==> src/rtl/bn_phase_router.sv <==
// bn_phase_router: steers one 16-bit word stream to three batch-norm engines
// in phase order 0->1->2, a programmed word count per phase.
// Ports:
//   clk, rst                   clock, async active-high reset
//   start, len0..len2          batch start and per-phase word counts
//   in_data/in_valid/in_ready  upstream handshake
//   sel, out_data, out_valid   registered demux select/data, one-hot valid
//   dst_ready                  per-destination ready
//   busy, done                 batch in progress, completion pulse
module bn_phase_router #(
    parameter int DATA_WIDTH = 16,
    parameter int CNT_WIDTH  = 12
) (
    input  logic                  clk,
    input  logic                  rst,
    input  logic                  start,
    input  logic [CNT_WIDTH-1:0]  len0,
    input  logic [CNT_WIDTH-1:0]  len1,
    input  logic [CNT_WIDTH-1:0]  len2,
    input  logic [DATA_WIDTH-1:0] in_data,
    input  logic                  in_valid,
    output logic                  in_ready,
    output logic [1:0]            sel,
    output logic [DATA_WIDTH-1:0] out_data,
    output logic [2:0]            out_valid,
    input  logic [2:0]            dst_ready,
    output logic                  busy,
    output logic                  done
);

    typedef enum logic [2:0] {
        S_IDLE,
        S_PH0,
        S_PH1,
        S_PH2,
        S_DRAIN
    } state_t;

    localparam logic [CNT_WIDTH-1:0] ONE = CNT_WIDTH'(1);

    state_t                r_state;
    state_t                w_state_nxt;
    logic [CNT_WIDTH-1:0]  r_len0;
    logic [CNT_WIDTH-1:0]  r_len1;
    logic [CNT_WIDTH-1:0]  r_len2;
    logic [CNT_WIDTH-1:0]  r_cnt;
    logic [CNT_WIDTH-1:0]  w_cnt_nxt;
    logic [CNT_WIDTH-1:0]  w_cur_len;
    logic [1:0]            r_sel;
    logic [1:0]            w_sel_nxt;
    logic [1:0]            w_ph;
    logic [DATA_WIDTH-1:0] r_data;
    logic [DATA_WIDTH-1:0] w_data_nxt;
    logic [2:0]            r_ov;
    logic [2:0]            w_ov_nxt;
    logic                  r_busy;
    logic                  r_done;
    logic                  w_in_phase;
    logic                  w_drain;
    logic                  w_in_ready;
    logic                  w_load;
    logic                  w_last;
    logic                  w_start_acc;

    // Pending word leaves when its own destination is ready; sel and
    // out_valid always agree, so masking covers dst_ready[sel].
    assign w_drain     = |(r_ov & dst_ready);
    assign w_in_phase  = (r_state == S_PH0) || (r_state == S_PH1) ||
                         (r_state == S_PH2);
    assign w_in_ready  = w_in_phase && ((r_ov == 3'b000) || w_drain);
    assign w_load      = in_valid && w_in_ready;
    assign w_start_acc = (r_state == S_IDLE) && start;
    assign w_last      = (r_cnt == (w_cur_len - ONE));

    always_comb begin
        w_ph      = 2'b11;
        w_cur_len = r_len2;
        unique case (r_state)
            S_PH0: begin
                w_ph      = 2'b00;
                w_cur_len = r_len0;
            end
            S_PH1: begin
                w_ph      = 2'b01;
                w_cur_len = r_len1;
            end
            S_PH2: begin
                w_ph      = 2'b10;
                w_cur_len = r_len2;
            end
            default: begin
                w_ph      = 2'b11;
                w_cur_len = r_len2;
            end
        endcase
    end

    // Next-state and count; phases with zero length are skipped.
    always_comb begin
        w_state_nxt = r_state;
        w_cnt_nxt   = r_cnt;
        unique case (r_state)
            S_IDLE: begin
                if (start) begin
                    w_cnt_nxt = '0;
                    if (len0 != '0)      w_state_nxt = S_PH0;
                    else if (len1 != '0) w_state_nxt = S_PH1;
                    else if (len2 != '0) w_state_nxt = S_PH2;
                    else                 w_state_nxt = S_DRAIN;
                end
            end
            S_PH0: begin
                if (w_load) begin
                    w_cnt_nxt = r_cnt + ONE;
                    if (w_last) begin
                        w_cnt_nxt = '0;
                        if (r_len1 != '0)      w_state_nxt = S_PH1;
                        else if (r_len2 != '0) w_state_nxt = S_PH2;
                        else                   w_state_nxt = S_DRAIN;
                    end
                end
            end
            S_PH1: begin
                if (w_load) begin
                    w_cnt_nxt = r_cnt + ONE;
                    if (w_last) begin
                        w_cnt_nxt = '0;
                        if (r_len2 != '0) w_state_nxt = S_PH2;
                        else              w_state_nxt = S_DRAIN;
                    end
                end
            end
            S_PH2: begin
                if (w_load) begin
                    w_cnt_nxt = r_cnt + ONE;
                    if (w_last) begin
                        w_cnt_nxt   = '0;
                        w_state_nxt = S_DRAIN;
                    end
                end
            end
            S_DRAIN: begin
                if (r_ov == 3'b000) w_state_nxt = S_IDLE;
            end
            default: w_state_nxt = S_IDLE;
        endcase
    end

    // Output register: a load replaces the word (no bubble); a drain
    // alone empties it and parks sel on "none"; data is kept.
    always_comb begin
        w_ov_nxt   = r_ov;
        w_sel_nxt  = r_sel;
        w_data_nxt = r_data;
        if (w_load) begin
            w_ov_nxt   = 3'b001 << w_ph;
            w_sel_nxt  = w_ph;
            w_data_nxt = in_data;
        end else if (w_drain) begin
            w_ov_nxt  = 3'b000;
            w_sel_nxt = 2'b11;
        end
    end

    always_ff @(posedge clk or posedge rst) begin
        if (rst) begin
            r_state <= S_IDLE;
            r_cnt   <= '0;
            r_len0  <= '0;
            r_len1  <= '0;
            r_len2  <= '0;
            r_ov    <= 3'b000;
            r_sel   <= 2'b11;
            r_data  <= '0;
            r_busy  <= 1'b0;
            r_done  <= 1'b0;
        end else begin
            r_state <= w_state_nxt;
            r_cnt   <= w_cnt_nxt;
            if (w_start_acc) begin
                r_len0 <= len0;
                r_len1 <= len1;
                r_len2 <= len2;
            end
            r_ov   <= w_ov_nxt;
            r_sel  <= w_sel_nxt;
            r_data <= w_data_nxt;
            r_busy <= (w_state_nxt != S_IDLE);
            // Registered done: high exactly in the DRAIN cycle that
            // finds the output register empty.
            r_done <= (w_state_nxt == S_DRAIN) && (w_ov_nxt == 3'b000);
        end
    end

    assign in_ready  = w_in_ready;
    assign sel       = r_sel;
    assign out_data  = r_data;
    assign out_valid = r_ov;
    assign busy      = r_busy;
    assign done      = r_done;

endmodule

==> config.mk <==
export PLATFORM = sky130hd
export DESIGN_NAME = bn_phase_router
export DESIGN_NICKNAME = d
export VERILOG_FILES = /design/src/rtl/bn_phase_router.sv
export SDC_FILE = /design/constraint.sdc
export NUM_CORES = 1
export LEC_CHECK = 0
export ABC_CLOCK_PERIOD_IN_PS = 4110
export BUFFER_PORTS_ARGS = -buffer_cell sky130_fd_sc_hd__buf_2
export CORE_UTILIZATION = 56
export DETAILED_ROUTE_END_ITERATION = 6
export PLACE_DENSITY = 0.81
export RECOVER_POWER = 50
export SLEW_MARGIN = 10
export SYNTH_ARGS = -nofsm -noshare
export SYNTH_HDL_FRONTEND = slang
export SYNTH_SLANG_ARGS = --single-unit
==> constraint.sdc <==
create_clock -name clk -period 4.11 [get_ports clk]
set_input_delay 0.411 -clock clk [delete_from_list [all_inputs] [get_ports clk]]
set_output_delay 0.411 -clock clk [all_outputs]
set_load 0.01 [all_outputs]
==> results of run 1 <==
[per-stage QoR]
stage / utilization [%] / hold WS [ps]
after floorplan: - / 473
after global placement: 64.7 / 453
final: 67.1 / 234
after global routing: 67.1 / 234
after detailed placement: 64.7 / 457
after CTS: 67.5 / 225
[flip-flops by register name, indices dropped and copies added (netlist names)]
register   cells
r_len2        12
sel            2
busy           1
r_cnt         12
done           1
r_state        3
r_len1        12
out_valid      3
r_len0        12
out_data      16
[cells in the mapped netlist, types with 6 or more instances]
cell type,number,share of area [%]
nor4_1,15,2.2
a31oi_1,9,1.3
a21oi_1,21,2.5
clkbuf_1,11,0.98
xnor2_1,7,1.5
nor2_1,10,0.89
dfrtp_1,72,43
nand3_1,12,1.4
nand2_1,74,6.6
a22o_1,16,3.3
and3_1,12,1.8
nand2b_1,6,0.89
mux2_2,38,10
o21ai_0,8,0.95
and2_1,7,1.0
nor3b_1,6,1.1
[layout make-up]
class / instances / area share (%)
Tap cell: 99 / 2.54
Multi-Input combinational cell: 321 / 45.3
Timing Repair Buffer: 93 / 9.51
Inverter: 3 / 0.231
Clock inverter: 6 / 1.46
Sequential cell: 74 / 38.1
Clock buffer: 10 / 2.83
[layout by cell type, fill, tap and decap left out, drive strengths merged, types with 5 or more instances in the layout]
cell / n
dfrtp: 72
a31oi: 9
mux2: 38
nand4: 5
and2: 8
nor4: 19
inv: 6
xnor2: 7
nand2: 74
a21oi: 26
clkbuf: 32
nor3b: 6
a211oi: 7
nor2: 10
a22o: 16
o21ai: 10
buf: 71
nand2b: 6
nand3: 12
and3: 12
[kinds of logic (layout without fill, tap and decap cells)]
group	after synthesis	in the layout
AO/OA/AOI/OAI	92	92
XOR/XNOR	9	9
adder cells (fa/ha/maj)	2	2
buffers and inverters	26	112
flip-flops	74	74
multiplexers	41	41
AND/OR/NAND/NOR	177	177
[power by group through the flow]
| stage | clock network, mW | registers (mW) | logic, mW |
|---|---|---|---|
| 2_1_floorplan | 0 | 1.03 | 0.723 |
| 3_3_place_gp | 0 | 1.01 | 1.00 |
| 3_5_place_dp | 0 | 1.01 | 1.03 |
| 4_1_cts | 0.613 | 0.999 | 1.03 |
| 5_1_grt | 0.637 | 1.02 | 1.12 |
| 6_report | 0.603 | 1.00 | 1.01 |
[worst max-delay path by stage]
stage	from	endpoint	slack, ps	cells after the start
5_1_grt	r_state[2]	r_cnt[11]	40	10
4_1_cts	r_state[2]	r_cnt[11]	400	12
3_5_place_dp	r_state[2]	r_cnt[5]	430	11
3_3_place_gp	r_state[2]	r_cnt[5]	550	12
6_report	r_state[2]	r_cnt[11]	310	12
2_1_floorplan	r_state[0]	busy	970	14
[per-layer routing]
| metal | vias up | routed length, µm |
|---|---|---|
| met1 | 1751 | 4620 |
| met5 | - | 0 |
| met3 | 22 | 728 |
| met4 | 0 | 235 |
| met2 | 148 | 4840 |
| li1 | 1723 | - |
[worst max-delay path, stage by stage, from the launching register on]
cell and delay [ps]:
dfrtp_1 550, nor3b_1 700, a22o_1 240, a21oi_2 90
ha_1 330, and3_1 180, nand4_1 100, mux2i_1 190
o2bb2ai_1 190, nor4_2 100, a21oi_2 640, a41oi_1 220
a31oi_1 190
==> impl_results.md, run 1 <==
* Post-CTS Repair Setup Buffers at 0
* Layout Nets at 563
* Starting Density at 57.9%
* Pint at 1.59 mW
* Synth Net Count at 482
* Area of the multi-input gates at 0.00221 mm²
* Synth Cell Area at 0.00420 mm²
* Register bit total from synthesis at 74
* Unrepaired setup endpoints after global routing: false
* P&R area growth vs syn at 15.9%
* ANT cells at 0
* Setup crit end kind: flip-flop
* Max VDD drop at 0.376 mV
* FF-to-FF Start: r_state[2]
* Vias in the first global route at 3,487
* Grt total ovfl at 0
* Crit path max fanout at 20
* Switching portion of total power at 39.3%
* Grt peak-use layer: met2
* Gp weighted congestion at 0.949
* DRC at 0
* Slew @ Worst Pin at 1640 ps
* CTS buffer count at 9
* Post-CTS Resized at 0
* Port-buffer cells at 82
* Minimum clock period at 3800 ps
* Comb power frac at 38.7%
* I/O Pins at 83
* Clk_lat worst skew at 360 ps
* HP Class: input pin to flip-flop
* DRT iter0 DRCs at 318
* Area after DPL at 0.00469 mm²
* Syn Inst Count at 421
* Final Worst Setup Slack at 310 ps
* Setup violations, final at 0
* Worst R2R Setup Slack at 310 ps
* Pin count of the biggest net entering global routing at 46
* # H-tree levels at 3
* Final hold vios at 0
* Row cnt at 31
* WP data arrival at 4080 ps
* Root cell of the clock tree: clkbuf_8
* Setup TNS at 0 ps
* Initial antenna violation count at 0
* DRT Pass-1 Iters at 5
* Pins Over Slew Limit at 77
* Tot Pwr at 2.62 mW
* Grt met1 use at 38.6%
* Pwr Density at 538 mW/mm²
* Hold_buf cts at 0
* Clock buffer depth at 2
* Async set-reset flop share out of synthesis at 100%
* Sequential share of the synthesized area at 44.2%
* Routed via count at 3,644
* GRT Util Overall at 28.7%
* Routed Antenna Nets at 0
* Post-DR wirelength/cell at 17.2 µm
* Synthesized area per cell at 9.97 µm²
* Setup CP Type: flip-flop to flip-flop
* Synth Flop Type: dfrtp_1
* Die width at 88.6 µm
* Required @ worst endpoint at 4390 ps
* Worst Hold Depth at 3
* Mux cell area share after synthesis at 10.9%
* Drt via density at 6.01
* Post-DP HPWL at 7.78 mm
* DP Cell Count at 590
* M3 GR Usage at 6.90%
* Sequential power share at 38.3%
* Layout Cells excl Fill at 606
* Status: finished with violations
* Skew final at 10.2 ps
* Leak at 2.17 nW
* Yosys synthesis warning count at 0
* EDFF count, synth at 0
* Synth unique cells at 63
* Clock power share at 23.0%
* Seq. cell area at 0.00185 mm²
* Fillers at 627
* Post-place setup slack at 426 ps
* Design area at 0.00487 mm²
* Layout cells sized above 1 at 29.0%
* First-pass GRT wire length at 16.9 mm
* CTS tree: done
* Total core area at 0.00725 mm²
* Net load switching power at 1.03 mW
* Main combinational cell family by area after synthesis: simple AND/OR/NAND/NOR gates
* Simple-gate portion of the synthesized area at 23.1%
* Startpoint Class: flip-flop
* Synth Area in Compound Gates at 15.9%
* Clock sinks at 74
* Met2 usage at 44.4%
* Max cap viols at 2
* Detailed Route WL at 10.4 mm
* Slew headroom at -9.34%
* Adder-Cell Fraction of Synth Area at 0.596%
* Clock transition at the registers of the reported paths at 80 ps
* Period utilization at 92.5%
* Die height at 88.6 µm
* Post-Synth XOR/XNOR Area at 1.88%
* Failing checks: max-capacitance violations, max-slew violations
* RR Endpoint: r_cnt[11]
* Hold_sp: in_data[5]
* Worst R2R Path Depth at 12
* Hold EP: out_data[5]
* Total die area at 0.00785 mm²
* Fmax at 263 MHz
Power figures use the tool's default switching activity.
==> run 2, diff against run 1 <==
--- a/config.mk
+++ b/config.mk
@@ -5,11 +5,10 @@
 export SDC_FILE = /design/constraint.sdc
 export NUM_CORES = 1
 export LEC_CHECK = 0
-export ABC_CLOCK_PERIOD_IN_PS = 4110
 export BUFFER_PORTS_ARGS = -buffer_cell sky130_fd_sc_hd__buf_2
 export CORE_UTILIZATION = 56
 export DETAILED_ROUTE_END_ITERATION = 6
-export PLACE_DENSITY = 0.81
+export PLACE_DENSITY_LB_ADDON = 0.3
 export RECOVER_POWER = 50
 export SLEW_MARGIN = 10
 export SYNTH_ARGS = -nofsm -noshare
==> run 2 against run 1 <==
Against the previous run:
- the run still ends with max-capacitance violations, max-slew violations left
- maximum frequency grew 0.43%
- clock power shrank 16%
- first-iteration DRC count shrank 15%
- via count shrank 0.71%
- largest cell class unchanged
- power shrank 3.2%
- largest power group unchanged
- non-clock buffer count shrank 1
- combinational power is essentially flat
- global-route usage grew 0.29 points
- die area is the same
- register-to-register slack gained 20 ps
- design area shrank 0.90%
==> impl_results.md, run 2 (synthesis results as in run 1) <==
* Fillers at 614 (was 627)
* Setup crit end kind: flip-flop (unchanged)
* DRC at 0 (unchanged)
* Clock sinks at 74 (unchanged)
* Initial antenna violation count at 0 (unchanged)
* GRT Util Overall at 29.0% (was 28.7%)
* Comb power frac at 40.2% (was 38.7%)
* Setup violations, final at 0 (unchanged)
* Failing checks: max-capacitance violations, max-slew violations (unchanged)
* Clock transition at the registers of the reported paths at 80 ps (about the same)
* Number of flip-flops under the largest register name at 16 (unchanged)
* DRT iter0 DRCs at 270 (was 318)
* I/O Pins at 83 (unchanged)
* Setup TNS at 0 ps (unchanged)
* Post-CTS Resized at 0 (unchanged)
* Minimum clock period at 3780 ps (was 3800 ps)
* Layout Nets at 562 (was 563)
* Clock power share at 19.9% (was 23.0%)
* Pint at 1.53 mW (was 1.59 mW)
* Detailed Route WL at 10.2 mm (was 10.4 mm)
* Max VDD drop at 0.285 mV (was 0.376 mV)
* WP data arrival at 4050 ps (was 4080 ps)
* Startpoint Class: flip-flop (unchanged)
* Setup CP Type: flip-flop to flip-flop (unchanged)
* Total core area at 0.00725 mm² (unchanged)
* Starting Density at 57.9% (unchanged)
* Worst R2R Setup Slack at 330 ps (was 310 ps)
* Leading cell type in the layout, fill and taps excluded: nand2_1 (unchanged)
* Routed via count at 3,618 (was 3,644)
* Port-buffer cells at 82 (unchanged)
* Gp weighted congestion at 0.980 (was 0.949)
* Required @ worst endpoint at 4380 ps (was 4390 ps)
* Skew final at 13.1 ps (was 10.2 ps)
* DRT Pass-1 Iters at 5 (unchanged)
* Worst R2R Path Depth at 12 (unchanged)
* First-pass GRT wire length at 16.9 mm (about the same)
* Post-CTS Repair Setup Buffers at 0 (unchanged)
* Area of the multi-input gates at 0.00221 mm² (unchanged)
* Period utilization at 92.1% (was 92.5%)
* Final hold vios at 0 (unchanged)
* Net load switching power at 1.01 mW (was 1.03 mW)
* Layout cells sized above 1 at 28.7% (was 29.0%)
* CTS tree: done (unchanged)
* Clk_lat worst skew at 350 ps (was 360 ps)
* HP Class: input pin to flip-flop (unchanged)
* Root cell of the clock tree: clkbuf_8 (unchanged)
* Total die area at 0.00785 mm² (unchanged)
* Drt via density at 5.98 (was 6.01)
* Sequential power share at 39.9% (was 38.3%)
* Tot Pwr at 2.54 mW (was 2.62 mW)
* Vias in the first global route at 3,436 (was 3,487)
* Hold_buf cts at 0 (unchanged)
* Leak at 2.16 nW (was 2.17 nW)
* Post-DR wirelength/cell at 16.9 µm (was 17.2 µm)
* Pins Over Slew Limit at 35 (was 77)
* Die height at 88.6 µm (unchanged)
* Clock buffer depth at 2 (unchanged)
* Worst Hold Depth at 3 (unchanged)
* # H-tree levels at 3 (unchanged)
* CTS buffer count at 9 (unchanged)
* P&R area growth vs syn at 14.9% (was 15.9%)
* Unrepaired setup endpoints after global routing: false (unchanged)
* Die width at 88.6 µm (unchanged)
* ANT cells at 0 (unchanged)
* Slew @ Worst Pin at 1730 ps (was 1640 ps)
* Max cap viols at 2 (unchanged)
* Most frequent cells in the layout: nand2_1 (74), dfrtp_1 (72), buf_2 (61) (unchanged)
* Pin count of the biggest net entering global routing at 42 (was 46)
* Grt total ovfl at 0 (unchanged)
* Post-DP HPWL at 7.65 mm (was 7.78 mm)
* Status: finished with violations (unchanged)
* Row cnt at 31 (unchanged)
* Pwr Density at 526 mW/mm² (was 538 mW/mm²)
* Switching portion of total power at 39.7% (was 39.3%)
* Seq. cell area at 0.00185 mm² (unchanged)
* Fmax at 264 MHz (was 263 MHz)
* Worst hold slack at 247 ps (was 234 ps)
* Routed Antenna Nets at 0 (unchanged)
* Crit path max fanout at 16 (was 20)
* Slew headroom at -15.1% (was -9.34%)
-- run 2: cell types whose count changed in the layout (fill, tap and decap cells not counted), sizes merged --
cell / previous run / this run
clkinv: 0 / 4
clkbuf: 32 / 33
inv: 6 / 3
clkinvlp: 2 / 1
bufinv: 1 / 0
buf: 71 / 70
-- run 2: area by class of cell --
cell class / instances / share of cell area (%)
clock inverters: 5 / 0.648
multi-input cells: 321 / 45.7
flip-flops and latches: 74 / 38.4
clock buffers: 11 / 2.93
well taps: 99 / 2.57
inverters: 3 / 0.233
repair buffers: 92 / 9.44
-- run 2: through the flow --
| stage | setup WS, ps | cell area (µm²) | utilization (%) | instances |
|---|---|---|---|---|
| floorplan | 965 | 4200 | - | 421 |
| global placement | 525 | 4680 | 64.6 | 589 |
| finish | 326 | 4820 | 66.5 | 605 |
| global route | 14.7 | 4820 | 66.5 | 605 |
| detailed placement | 445 | 4680 | 64.6 | 589 |
| CTS | 393 | 4850 | 66.9 | 605 |
-- run 2: critical path, stage by stage (launching register included) --
cell      delay [ps]
dfrtp_1          540
nor3b_1          640
buf_4            290
a211oi_2         100
a211oi_2         360
nor2_1           110
o21a_1           130
nor4_2           410
nor4_2           140
a21oi_2          530
buf_4            230
nand2b_1          50
a31oi_1          160
-- run 2: power by group through the flow --
stage               logic, mW  clock network (mW)  registers [mW]
CTS                      1.04               0.512            1.01
global route             1.13               0.542            1.03
global placement         1.01                   0            1.01
detailed placement       1.03                   0            1.01
finish                   1.02               0.505            1.01
floorplan               0.723                   0            1.03
-- run 2: worst paths after layout --
check | startpoint | to
setup reg to reg | r_state[2] | r_cnt[2]
min in group asynchronous | rst | r_len0[4]
hold reg to reg | out_data[11] | out_data[11]
max in group asynchronous | rst | out_data[12]
hold / removal | in_data[3] | out_data[3]
setup / recovery | r_state[2] | r_cnt[2]
-- run 2: routing by layer --
layer  up-vias  track usage (%)  part of all wire (%)
met5         -                0                     0
met4         0             11.1                   2.0
met3        22             7.65                   6.5
met2       137             45.7                    47
met1      1737             38.4                    44
li1       1722                -                     -
